### src/rtl/id_ex_operand_stage_if.sv
// ---------------------------------------------------------------------------
// id_ex_operand_stage_if
// Bundles every signal between the ID/EX operand stage and its neighbours.
// The clock and reset are not part of the bundle.
//   master : the surrounding pipeline. It drives the ID fields, the stall and
//            flush controls and the EX/MEM and MEM/WB writeback taps. It
//            receives the EX operands and hazard_stall.
//   slave  : the operand stage itself.
// Parameters: WIDTH (datapath width), REG_AW (register index width).
// ---------------------------------------------------------------------------
interface id_ex_operand_stage_if #(
  parameter int WIDTH  = 64,
  parameter int REG_AW = 5
);
  // pipeline control
  logic              stall;
  logic              flush;
  // decoded instruction from ID
  logic              id_valid;
  logic [REG_AW-1:0] id_rs1;
  logic [REG_AW-1:0] id_rs2;
  logic [REG_AW-1:0] id_rd;
  logic [WIDTH-1:0]  id_rs1_data;
  logic [WIDTH-1:0]  id_rs2_data;
  logic [WIDTH-1:0]  id_imm;
  logic              id_alusrc;
  logic [1:0]        id_alu_sel;
  logic [3:0]        id_ctrl;      // {regwrite, memread, memwrite, branch}
  // later-stage writeback taps
  logic              exmem_regwrite;
  logic [REG_AW-1:0] exmem_rd;
  logic [WIDTH-1:0]  exmem_result;
  logic              memwb_regwrite;
  logic [REG_AW-1:0] memwb_rd;
  logic [WIDTH-1:0]  memwb_result;
  // EX-side outputs
  logic              ex_valid;
  logic [WIDTH-1:0]  ex_a;
  logic [WIDTH-1:0]  ex_b;
  logic [1:0]        ex_alu_sel;
  logic [WIDTH-1:0]  ex_store_data;
  logic [REG_AW-1:0] ex_rd;
  logic [3:0]        ex_ctrl;
  logic              hazard_stall;

  modport master (
    output stall, flush,
    output id_valid, id_rs1, id_rs2, id_rd, id_rs1_data, id_rs2_data, id_imm,
    output id_alusrc, id_alu_sel, id_ctrl,
    output exmem_regwrite, exmem_rd, exmem_result,
    output memwb_regwrite, memwb_rd, memwb_result,
    input  ex_valid, ex_a, ex_b, ex_alu_sel, ex_store_data, ex_rd, ex_ctrl,
    input  hazard_stall
  );

  modport slave (
    input  stall, flush,
    input  id_valid, id_rs1, id_rs2, id_rd, id_rs1_data, id_rs2_data, id_imm,
    input  id_alusrc, id_alu_sel, id_ctrl,
    input  exmem_regwrite, exmem_rd, exmem_result,
    input  memwb_regwrite, memwb_rd, memwb_result,
    output ex_valid, ex_a, ex_b, ex_alu_sel, ex_store_data, ex_rd, ex_ctrl,
    output hazard_stall
  );
endinterface

### src/rtl/id_ex_operand_stage.sv
// ---------------------------------------------------------------------------
// id_ex_operand_stage
// ID/EX pipeline register and operand delivery for the 64-bit ALU.
// Latency is one cycle from ID to the ALU inputs.
//
// Ports:
//   clk      : rising-edge clock
//   rst_n    : asynchronous active-low reset; every stage register clears
//   stage_io : id_ex_operand_stage_if.slave. It carries the ID fields,
//              stall/flush, the EX/MEM and MEM/WB taps, the EX operands
//              (ex_a, ex_b, ex_store_data, ex_alu_sel, ex_rd, ex_ctrl,
//              ex_valid) and hazard_stall.
//
// Configuration macro ID_EX_FWD_EN:
//   defined   : EX/MEM then MEM/WB results are forwarded onto the operands,
//               and only load-use dependencies stall.
//   undefined : the operands use the registered register-file data only.
//               Any RAW dependency on the instruction in EX or in EX/MEM also
//               stalls. MEM/WB is covered by the register file's
//               write-before-read.
// ---------------------------------------------------------------------------
module id_ex_operand_stage #(
  parameter int WIDTH    = 64,
  parameter int REG_AW   = 5,
  parameter int ZERO_REG = 31
) (
  input logic                   clk,
  input logic                   rst_n,
  id_ex_operand_stage_if.slave  stage_io
);

  localparam logic [REG_AW-1:0] ZERO_IDX = REG_AW'(ZERO_REG);
  localparam int unsigned CTRL_REGWRITE = 3;
  localparam int unsigned CTRL_MEMREAD  = 2;

  // One EX slot; an all-zero slot is a bubble, because ex_ctrl=0 never
  // writes registers or memory.
  typedef struct packed {
    logic              valid;
    logic [REG_AW-1:0] rs1;
    logic [REG_AW-1:0] rs2;
    logic [REG_AW-1:0] rd;
    logic [WIDTH-1:0]  rs1_data;
    logic [WIDTH-1:0]  rs2_data;
    logic [WIDTH-1:0]  imm;
    logic              alusrc;
    logic [1:0]        alu_sel;
    logic [3:0]        ctrl;
  } slot_t;

  slot_t             slot_q;
  slot_t             slot_d;
  logic              load_use_s;
  logic              raw_s;
  logic              hazard_s;
  logic              id_uses_ex_rd_s;
  logic [WIDTH-1:0]  fwd_rs1_s;
  logic [WIDTH-1:0]  fwd_rs2_s;
  logic [WIDTH-1:0]  ex_b_s;

`ifdef ID_EX_FWD_EN
  // EX/MEM wins over MEM/WB; XZR is never taken as a forwarding source.
  function automatic logic [WIDTH-1:0] fwd_f(
    input logic [REG_AW-1:0] rs,
    input logic [WIDTH-1:0]  rf_data,
    input logic              xm_we,
    input logic [REG_AW-1:0] xm_rd,
    input logic [WIDTH-1:0]  xm_res,
    input logic              mw_we,
    input logic [REG_AW-1:0] mw_rd,
    input logic [WIDTH-1:0]  mw_res
  );
    logic [WIDTH-1:0] r;
    if (xm_we && (xm_rd != ZERO_IDX) && (xm_rd == rs)) begin
      r = xm_res;
    end else if (mw_we && (mw_rd != ZERO_IDX) && (mw_rd == rs)) begin
      r = mw_res;
    end else begin
      r = rf_data;
    end
    return r;
  endfunction
`endif

  // Hazard detection: the load-use term always applies, and the extra RAW
  // terms apply only when forwarding is absent.
  always_comb begin
    id_uses_ex_rd_s = (stage_io.id_rs1 == slot_q.rd) || (stage_io.id_rs2 == slot_q.rd);
    load_use_s = stage_io.id_valid & slot_q.valid & slot_q.ctrl[CTRL_MEMREAD] &
                 (slot_q.rd != ZERO_IDX) & id_uses_ex_rd_s;
`ifdef ID_EX_FWD_EN
    raw_s = 1'b0;
`else
    raw_s = stage_io.id_valid &
            ((slot_q.valid & slot_q.ctrl[CTRL_REGWRITE] & (slot_q.rd != ZERO_IDX) &
              id_uses_ex_rd_s) |
             (stage_io.exmem_regwrite & (stage_io.exmem_rd != ZERO_IDX) &
              ((stage_io.id_rs1 == stage_io.exmem_rd) ||
               (stage_io.id_rs2 == stage_io.exmem_rd))));
`endif
    if (stage_io.flush) begin
      hazard_s = 1'b0;
    end else begin
      hazard_s = load_use_s | raw_s;
    end
  end

  // Next-state selection in priority order: flush, stall, hazard bubble, load.
  always_comb begin
    slot_d = slot_q;
    if (stage_io.flush) begin
      slot_d = '0;
    end else if (stage_io.stall) begin
      slot_d = slot_q;
    end else if (hazard_s) begin
      slot_d = '0;
    end else begin
      slot_d.valid    = stage_io.id_valid;
      slot_d.rs1      = stage_io.id_rs1;
      slot_d.rs2      = stage_io.id_rs2;
      slot_d.rd       = stage_io.id_rd;
      slot_d.rs1_data = stage_io.id_rs1_data;
      slot_d.rs2_data = stage_io.id_rs2_data;
      slot_d.imm      = stage_io.id_imm;
      slot_d.alusrc   = stage_io.id_alusrc;
      slot_d.alu_sel  = stage_io.id_alu_sel;
      slot_d.ctrl     = stage_io.id_ctrl;
    end
  end

  // ID/EX stage register.
  always_ff @(posedge clk or negedge rst_n) begin
    if (!rst_n) begin
      slot_q <= '0;
    end else begin
      slot_q <= slot_d;
    end
  end

  // Operand sources; forwarding is evaluated even for bubbles.
  always_comb begin
`ifdef ID_EX_FWD_EN
    fwd_rs1_s = fwd_f(slot_q.rs1, slot_q.rs1_data,
                      stage_io.exmem_regwrite, stage_io.exmem_rd, stage_io.exmem_result,
                      stage_io.memwb_regwrite, stage_io.memwb_rd, stage_io.memwb_result);
    fwd_rs2_s = fwd_f(slot_q.rs2, slot_q.rs2_data,
                      stage_io.exmem_regwrite, stage_io.exmem_rd, stage_io.exmem_result,
                      stage_io.memwb_regwrite, stage_io.memwb_rd, stage_io.memwb_result);
`else
    fwd_rs1_s = slot_q.rs1_data;
    fwd_rs2_s = slot_q.rs2_data;
`endif
    if (slot_q.alusrc) begin
      ex_b_s = slot_q.imm;
    end else begin
      ex_b_s = fwd_rs2_s;
    end
  end

`ifndef ID_EX_FWD_EN
  // These fields are carried only for forwarding.
  logic unused_nofwd_s;
  assign unused_nofwd_s = ^{slot_q.rs1, slot_q.rs2, stage_io.exmem_result,
                            stage_io.memwb_regwrite, stage_io.memwb_rd,
                            stage_io.memwb_result};
`endif

  assign stage_io.ex_valid      = slot_q.valid;
  assign stage_io.ex_a          = fwd_rs1_s;
  assign stage_io.ex_b          = ex_b_s;
  assign stage_io.ex_alu_sel    = slot_q.alu_sel;
  assign stage_io.ex_store_data = fwd_rs2_s;
  assign stage_io.ex_rd         = slot_q.rd;
  assign stage_io.ex_ctrl       = slot_q.ctrl;
  assign stage_io.hazard_stall  = hazard_s;

endmodule

### src/flat_wrapper.sv
// flat-port wrapper written by rule: the top's interface ports become plain ports
module id_ex_operand_stage_flat 
#(
  parameter int WIDTH    = 64,
  parameter int REG_AW   = 5,
  parameter int ZERO_REG = 31
)
  (clk, rst_n, stage_io_stall, stage_io_flush, stage_io_id_valid, stage_io_id_rs1, stage_io_id_rs2, stage_io_id_rd, stage_io_id_rs1_data, stage_io_id_rs2_data, stage_io_id_imm, stage_io_id_alusrc, stage_io_id_alu_sel, stage_io_id_ctrl, stage_io_exmem_regwrite, stage_io_exmem_rd, stage_io_exmem_result, stage_io_memwb_regwrite, stage_io_memwb_rd, stage_io_memwb_result, stage_io_ex_valid, stage_io_ex_a, stage_io_ex_b, stage_io_ex_alu_sel, stage_io_ex_store_data, stage_io_ex_rd, stage_io_ex_ctrl, stage_io_hazard_stall);
  id_ex_operand_stage_if #(.WIDTH(WIDTH), .REG_AW(REG_AW)) stage_io_i ();
  input logic clk;
  input logic rst_n;
  input wire logic [$bits(stage_io_i.stall)-1:0] stage_io_stall;
  input wire logic [$bits(stage_io_i.flush)-1:0] stage_io_flush;
  input wire logic [$bits(stage_io_i.id_valid)-1:0] stage_io_id_valid;
  input wire logic [$bits(stage_io_i.id_rs1)-1:0] stage_io_id_rs1;
  input wire logic [$bits(stage_io_i.id_rs2)-1:0] stage_io_id_rs2;
  input wire logic [$bits(stage_io_i.id_rd)-1:0] stage_io_id_rd;
  input wire logic [$bits(stage_io_i.id_rs1_data)-1:0] stage_io_id_rs1_data;
  input wire logic [$bits(stage_io_i.id_rs2_data)-1:0] stage_io_id_rs2_data;
  input wire logic [$bits(stage_io_i.id_imm)-1:0] stage_io_id_imm;
  input wire logic [$bits(stage_io_i.id_alusrc)-1:0] stage_io_id_alusrc;
  input wire logic [$bits(stage_io_i.id_alu_sel)-1:0] stage_io_id_alu_sel;
  input wire logic [$bits(stage_io_i.id_ctrl)-1:0] stage_io_id_ctrl;
  input wire logic [$bits(stage_io_i.exmem_regwrite)-1:0] stage_io_exmem_regwrite;
  input wire logic [$bits(stage_io_i.exmem_rd)-1:0] stage_io_exmem_rd;
  input wire logic [$bits(stage_io_i.exmem_result)-1:0] stage_io_exmem_result;
  input wire logic [$bits(stage_io_i.memwb_regwrite)-1:0] stage_io_memwb_regwrite;
  input wire logic [$bits(stage_io_i.memwb_rd)-1:0] stage_io_memwb_rd;
  input wire logic [$bits(stage_io_i.memwb_result)-1:0] stage_io_memwb_result;
  output wire logic [$bits(stage_io_i.ex_valid)-1:0] stage_io_ex_valid;
  output wire logic [$bits(stage_io_i.ex_a)-1:0] stage_io_ex_a;
  output wire logic [$bits(stage_io_i.ex_b)-1:0] stage_io_ex_b;
  output wire logic [$bits(stage_io_i.ex_alu_sel)-1:0] stage_io_ex_alu_sel;
  output wire logic [$bits(stage_io_i.ex_store_data)-1:0] stage_io_ex_store_data;
  output wire logic [$bits(stage_io_i.ex_rd)-1:0] stage_io_ex_rd;
  output wire logic [$bits(stage_io_i.ex_ctrl)-1:0] stage_io_ex_ctrl;
  output wire logic [$bits(stage_io_i.hazard_stall)-1:0] stage_io_hazard_stall;
  assign stage_io_i.stall = stage_io_stall;
  assign stage_io_i.flush = stage_io_flush;
  assign stage_io_i.id_valid = stage_io_id_valid;
  assign stage_io_i.id_rs1 = stage_io_id_rs1;
  assign stage_io_i.id_rs2 = stage_io_id_rs2;
  assign stage_io_i.id_rd = stage_io_id_rd;
  assign stage_io_i.id_rs1_data = stage_io_id_rs1_data;
  assign stage_io_i.id_rs2_data = stage_io_id_rs2_data;
  assign stage_io_i.id_imm = stage_io_id_imm;
  assign stage_io_i.id_alusrc = stage_io_id_alusrc;
  assign stage_io_i.id_alu_sel = stage_io_id_alu_sel;
  assign stage_io_i.id_ctrl = stage_io_id_ctrl;
  assign stage_io_i.exmem_regwrite = stage_io_exmem_regwrite;
  assign stage_io_i.exmem_rd = stage_io_exmem_rd;
  assign stage_io_i.exmem_result = stage_io_exmem_result;
  assign stage_io_i.memwb_regwrite = stage_io_memwb_regwrite;
  assign stage_io_i.memwb_rd = stage_io_memwb_rd;
  assign stage_io_i.memwb_result = stage_io_memwb_result;
  assign stage_io_ex_valid = stage_io_i.ex_valid;
  assign stage_io_ex_a = stage_io_i.ex_a;
  assign stage_io_ex_b = stage_io_i.ex_b;
  assign stage_io_ex_alu_sel = stage_io_i.ex_alu_sel;
  assign stage_io_ex_store_data = stage_io_i.ex_store_data;
  assign stage_io_ex_rd = stage_io_i.ex_rd;
  assign stage_io_ex_ctrl = stage_io_i.ex_ctrl;
  assign stage_io_hazard_stall = stage_io_i.hazard_stall;
  id_ex_operand_stage #(.WIDTH(WIDTH), .REG_AW(REG_AW), .ZERO_REG(ZERO_REG)) u_core (.clk(clk), .rst_n(rst_n), .stage_io(stage_io_i));
endmodule
### config.mk
export PLATFORM = sky130hd
export DESIGN_NAME = id_ex_operand_stage_flat
export DESIGN_NICKNAME = d
export VERILOG_FILES = /design/src/rtl/id_ex_operand_stage_if.sv /design/src/rtl/id_ex_operand_stage.sv /design/src/flat_wrapper.sv
export SDC_FILE = /design/constraint.sdc
export NUM_CORES = 1
export LEC_CHECK = 0
export CAP_MARGIN = 20
export CORE_MARGIN = 5
export CORE_UTILIZATION = 28
export CTS_CLUSTER_SIZE = 40
export DETAILED_ROUTE_END_ITERATION = 16
export GPL_TIMING_DRIVEN = 1
export MAX_ROUTING_LAYER = met4
export PLACE_DENSITY = 0.65
export SYNTH_ARGS = -nofsm -noshare
export SYNTH_HDL_FRONTEND = slang
export SYNTH_SLANG_ARGS = --single-unit
export TNS_END_PERCENT = 1
### constraint.sdc
create_clock -name clk -period 3.58 [get_ports clk]
set_clock_uncertainty 0.1 [all_clocks]
set_input_delay 0.537 -clock clk [delete_from_list [all_inputs] [get_ports clk]]
set_output_delay 0.537 -clock clk [all_outputs]
set_load 0.03 [all_outputs]
==> flow_summary.json, run 1 <==
{
  "netlist_area_um2": 12600,
  "synthFlopType": "dfrtp_1",
  "grt_pass1_wl_mm": 59.5,
  "combinationalPowerShare_pct": 22.4,
  "post-dp-hpwl_mm": 26.6,
  "tightest_slew_ns": 1.06,
  "design.die.area_um2": 49500,
  "pwr-share-clk_pct": 38.7,
  "synth.avg_cell_area_um2": 10.7,
  "worstPathArrival_ns": 2.57,
  "cts-root-buf": "clkbuf_16",
  "synth_edf_count": 0,
  "path_clk_slew_ns": 0.06,
  "maxCapViolCount": 0,
  "yosysSeqAreaShare_pct": 40.6,
  "numPortBuffers": 429,
  "fin_tns_setup_ns": 0,
  "p_switching_w": 0.00190,
  "crit_chain": "buf_12 > mux2_2 > clkdlybuf4s50_1",
  "fin_cells": 2017,
  "leakage_nw": 7.85,
  "clockBufferDepth": 3,
  "power.density_nw_per_um2": 381,
  "synth_cells": 1175,
  "slowest_delay_ns": 0.71,
  "synth-seq-cells": 205,
  "clkSinkCount": 205,
  "mostFrequentLayoutCells": "clkdlybuf4s50_1, inv_1, dfrtp_1",
  "crit_type": "flop to output port",
  "layout.nets": 1762,
  "dr.pass1.iters": 5,
  "postRouteAntennaNets": 0,
  "fin_crit_ns": 3.21,
  "drc": 0,
  "insertion_delay_ns": 0.52,
  "rsz0062_at_grt": "no",
  "start_util_pct": 28.4,
  "ios": 564,
  "cts_resized": 0,
  "drtIter0Drc": 648,
  "pre_cts_ws_ns": 0.554,
  "die_h_um": 222,
  "yosysWarnings": 0,
  "cts_tree": "yes",
  "wire_per_inst_um": 19.0,
  "hold_path_class": "flop to flop",
  "hold_viol": 0,
  "grt_start_max_net_pins": 193,
  "numCtsBuffers": 25,
  "core_area_um2": 44400,
  "vias_per_cell": 4.69,
  "fmax_mhz": 312,
  "crit_required_ns": 2.94,
  "num-fill-cells": 4293,
  "wl_mm": 38.4,
  "track_usage_pct": 15.2,
  "status": "finished, final reports clean",
  "fin_util_pct": 38.8,
  "cp-end-kind": "output port",
  "start_kind": "flop",
  "place_inst": 1967,
  "areaGrowthSynthToFinish_pct": 36.5,
  "slew_headroom_pct": 29.0,
  "setup_slack_ns": 0.373,
  "rows": 77,
  "dpl-instance-area_um2": 16400,
  "stdcell_area_um2": 17200,
  "drive_above_1_share_pct": 19.4,
  "power_frac_seq_pct": 38.9,
  "p_int_w": 0.00465,
  "setup_viol": 0,
  "worstPathMaxFanout": 29,
  "switching_share_pct": 29.0,
  "crit_slowest_cell": "dfrtp_4",
  "syn-num-nets": 1534,
  "period_share_pct": 89.6,
  "antenna_found_initial": 6,
  "cts_max_level": 1,
  "peakVddDrop_v": 0.000268,
  "grt-ovfl-total": 0,
  "synth_cell_type_count": 22,
  "grt_pass1_vias": 9851,
  "die_w_um": 222,
  "vias": 9467,
  "async_reset_ff_share_pct": 100,
  "drv_slew": 0,
  "place.gp.congestion": 0.835,
  "final_common_cell": "clkdlybuf4s50_1"
}
layer usage:
metal | GRT usage [%] | vias up | routed length [µm]
met1 | 19.2 | 4678 | 16600
li1 | - | 4413 | -
met5 | - | - | 0
met3 | 4.47 | 51 | 2950
met2 | 24.1 | 325 | 18100
met4 | 3.64 | 0 | 784
sequential cells by signal, indices dropped and copies added (netlist names):
name and count:
u_core.stage_io.ex_ctrl 4, u_core.stage_io.ex_alu_sel 2, u_core.stage_io.ex_store_data 64, u_core.stage_io.ex_valid 1, u_core.slot_q 65, u_core.stage_io.ex_rd 5
u_core.stage_io.ex_a 64
area by class of cell:
| type | instances | area (µm²) | share of cell area [%] |
|---|---|---|---|
| antenna | 5 | 12.5 | 0.0726 |
| clock buffer | 36 | 747 | 4.33 |
| clock inverter | 8 | 70.1 | 0.407 |
| inverter | 205 | 769 | 4.46 |
| multi-input combinational | 513 | 5150 | 29.9 |
| sequential | 205 | 5130 | 29.8 |
| tap | 592 | 741 | 4.30 |
| timing repair buffer | 453 | 4610 | 26.8 |
logic make-up (layout without fill, tap and decap cells):
family	after synthesis	after routing	synth area share, %
buf+inv	457	702	18.7
simple gates	219	219	10.6
compound gates	210	210	23.0
flops	205	205	40.6
mux	64	64	5.71
xor+xnor	20	20	1.39
other cells	0	5	0
synth_stat cells, types with 2 or more instances:
master | instances | area share, %
nor2_1 | 5 | 0.15
o41ai_2 | 140 | 18
inv_1 | 205 | 6.1
dfrtp_1 | 205 | 41
buf_2 | 6 | 0.24
xor2_1 | 20 | 1.4
nand3_1 | 2 | 0.079
o41ai_1 | 65 | 4.5
mux2_2 | 64 | 5.7
nand2_1 | 71 | 2.1
nor3_1 | 4 | 0.16
buf_4 | 140 | 8.3
nand3b_1 | 135 | 8.0
buf_6 | 15 | 1.3
clkbuf_1 | 91 | 2.7
worst paths after layout:
check	start	endpoint	slack, ns	cells past startpoint
max reg2reg	u_core.stage_io.ex_rd[2]$_DFFE_PN0P_	u_core.stage_io.ex_a[58]$_DFFE_PN0P_	1.17	7
max	u_core.slot_q[6]$_DFFE_PN0P_	stage_io_ex_b[38]	0.37	3
min reg2reg	u_core.stage_io.ex_a[0]$_DFFE_PN0P_	u_core.stage_io.ex_a[0]$_DFFE_PN0P_	0.37	2
max in group asynchronous	rst_n	u_core.stage_io.ex_store_data[28]$_DFFE_PN0P_	1.96	3
min	u_core.stage_io.ex_a[0]$_DFFE_PN0P_	u_core.stage_io.ex_a[0]$_DFFE_PN0P_	0.37	2
min in group asynchronous	rst_n	u_core.stage_io.ex_a[21]$_DFFE_PN0P_	0.44	2
worst max-delay path, delay by kind of cell (launching register included):
kind     cells  cell delay, ns
buf+inv      2            0.90
mux          1            0.39
flops        1            0.71
repair_timing:
action                     in CTS  in global routing
buffers inserted                0                  0
hold endpoints to repair       58                  0
setup endpoints to repair       0                  0
hold buffers                    1                  0
metrics by stage:
step	power [W]	hold WS, ns
6_report	0.00656	0.372
5_1_grt	0.00684	0.393
4_1_cts	0.00667	0.377
3_5_place_dp	0.00408	0.364
3_3_place_gp	0.00406	0.354
2_1_floorplan	0.00347	0.141
power groups by stage:
| stage | sequential, W | combinational (W) | clock, W |
|---|---|---|---|
| 3_3_place_gp | 0.00259 | 0.00147 | 0 |
| 4_1_cts | 0.00256 | 0.00149 | 0.00262 |
| 2_1_floorplan | 0.00255 | 0.000916 | 0 |
| 3_5_place_dp | 0.00260 | 0.00148 | 0 |
| 6_report | 0.00255 | 0.00147 | 0.00254 |
| 5_1_grt | 0.00257 | 0.00156 | 0.00271 |
(Power assumes the default switching activity.)
==> run 2: changes to the inputs <==
CELL_PAD_IN_SITES_DETAIL_PLACEMENT = 1   (was default)
CELL_PAD_IN_SITES_GLOBAL_PLACEMENT = 2   (was default)
CORE_UTILIZATION = 27   (was 28)
PLACE_DENSITY = 0.93   (was 0.65)
==> flow_summary.json, run 2 (synthesized netlist as in run 1, its figures left out) <==
{
  "cp-end-kind": "output port",
  "critPathBufInv": 2,
  "fin_cells": 2026,
  "hold_viol": 0,
  "design.die.area_um2": 51200,
  "power.density_nw_per_um2": 388,
  "areaGrowthSynthToFinish_pct": 36.5,
  "tightest_slew_ns": 0.950,
  "grt-ovfl-total": 0,
  "postRouteAntennaNets": 0,
  "cts_max_level": 1,
  "crit_slowest_cell": "dfrtp_4",
  "pre_cts_ws_ns": 0.609,
  "worstPathArrival_ns": 2.58,
  "start_util_pct": 27.2,
  "slowest_delay_ns": 0.67,
  "crit_required_ns": 2.94,
  "regArea_um2": 5130,
  "setup_viol": 0,
  "maxCapViolCount": 0,
  "worstPathMaxFanout": 44,
  "wire_per_inst_um": 20.5,
  "cts-root-buf": "clkbuf_16",
  "vias": 9680,
  "die_w_um": 226,
  "numPortBuffers": 429,
  "drive_above_1_share_pct": 19.0,
  "grt_pass1_vias": 10400,
  "clockBufferDepth": 3,
  "multi_input_area_um2": 5150,
  "num-fill-cells": 5101,
  "timing.rr.start": "u_core.stage_io.ex_rd[2]$_DFFE_PN0P_",
  "leakage_nw": 7.84,
  "largest_reg_flops": 65,
  "ios": 564,
  "cts_hold_buf": 1,
  "cts_resized": 0,
  "power_w": 0.00668,
  "insertion_delay_ns": 0.54,
  "place.gp.congestion": 0.786,
  "vias_per_cell": 4.78,
  "core_area_um2": 46500,
  "slew_headroom_pct": 36.7,
  "antenna_found_initial": 4,
  "fmax_mhz": 311,
  "wl_mm": 41.5,
  "path_depth": 3,
  "hold_path_class": "input port to flop",
  "r2r_setup_slack_ns": 1.18,
  "holdPathStages": 2,
  "peakVddDrop_v": 0.000268,
  "min_from": "stage_io_stall",
  "start_kind": "flop",
  "place_inst": 1974,
  "post-dp-hpwl_mm": 28.4,
  "drv_slew": 0,
  "final_common_cell": "clkdlybuf4s50_1",
  "fin_crit_ns": 3.22,
  "fin_util_pct": 37.1,
  "grt_pass1_wl_mm": 62.9,
  "post_cts_buffers": 0,
  "worstRegToRegCells": 6,
  "setup_slack_ns": 0.361,
  "cpLargestDelayFamily": "buffers and inverters",
  "mostFrequentLayoutCells": "clkdlybuf4s50_1, inv_1, dfrtp_1",
  "max_flop_register": "u_core.slot_q",
  "crit_type": "flop to output port",
  "crit_chain": "buf_12 > mux2_2 > clkdlybuf4s50_1",
  "clkSinkCount": 205,
  "dr.pass1.iters": 5,
  "status": "finished, final reports clean",
  "numCtsBuffers": 26,
  "drc": 0,
  "rows": 79,
  "die_h_um": 226,
  "drtIter0Drc": 538,
  "path_clk_slew_ns": 0.06,
  "track_usage_pct": 15.7,
  "fin_tns_setup_ns": 0,
  "layout.nets": 1755,
  "period_share_pct": 89.9,
  "cts_tree": "yes",
  "r2r-end": "u_core.slot_q[24]$_DFFE_PN0P_",
  "grt_start_max_net_pins": 151,
  "hold_path_end": "u_core.stage_io.ex_a[62]$_DFFE_PN0P_",
  "rsz0062_at_grt": "no"
}
==> run 2: how the worst max path moves through the flow <==
stage	startpoint	to	slack (ns)
final	u_core.slot_q[6]$_DFFE_PN0P_	stage_io_ex_b[1]	0.36
after global routing	u_core.slot_q[6]$_DFFE_PN0P_	stage_io_ex_b[1]	0.24
after CTS	u_core.slot_q[6]$_DFFE_PN0P_	stage_io_ex_b[1]	0.27
after detailed placement	stage_io_id_rs1[2]	stage_io_hazard_stall	0.61
after global placement	stage_io_id_rs1[2]	stage_io_hazard_stall	0.66
after floorplan	stage_io_id_rs1[2]	stage_io_hazard_stall	1.40
==> run 2: report_power, final <==
group          internal [W]  switching (W)
Clock               0.00157        0.00107
Sequential          0.00245       0.000106
Combinational      0.000694       0.000790
Total               0.00472        0.00196
==> run 2: metrics by stage <==
stage / instance area, µm² / hold slack (ns)
6_report: 17200 / 0.254
5_1_grt: 17200 / 0.233
4_1_cts: 17200 / 0.208
3_5_place_dp: 16400 / 0.366
3_3_place_gp: 16400 / 0.356
2_1_floorplan: 12600 / 0.141
==> run 2: worst reg2reg max path, stage by stage, from the launching register on <==
cell and delay [ns]:
dfrtp_1 0.44, xor2_1 0.19, nor3_1 0.24, a22oi_2 0.13, o22ai_4 0.25, buf_12 0.47
o41ai_2 0.43
==> run 2: layout make-up <==
| class | instances | area share (%) |
|---|---|---|
| Sequential cell | 205 | 29.8 |
| Multi-Input combinational cell | 513 | 29.9 |
| Clock inverter | 9 | 0.421 |
| Antenna cell | 3 | 0.0436 |
| Inverter | 205 | 4.46 |
| Tap cell | 607 | 4.41 |
| Timing Repair Buffer | 445 | 26.5 |
| Clock buffer | 39 | 4.53 |
==> run 2: per-layer routing <==
| layer | track usage (%) | share of wire, % | vias up |
|---|---|---|---|
| li1 | - | - | 4411 |
| met1 | 19.2 | 41 | 4934 |
| met2 | 26.5 | 50 | 285 |
| met3 | 4.18 | 6.9 | 50 |
| met4 | 3.26 | 2.2 | 0 |
| met5 | - | 0 | - |
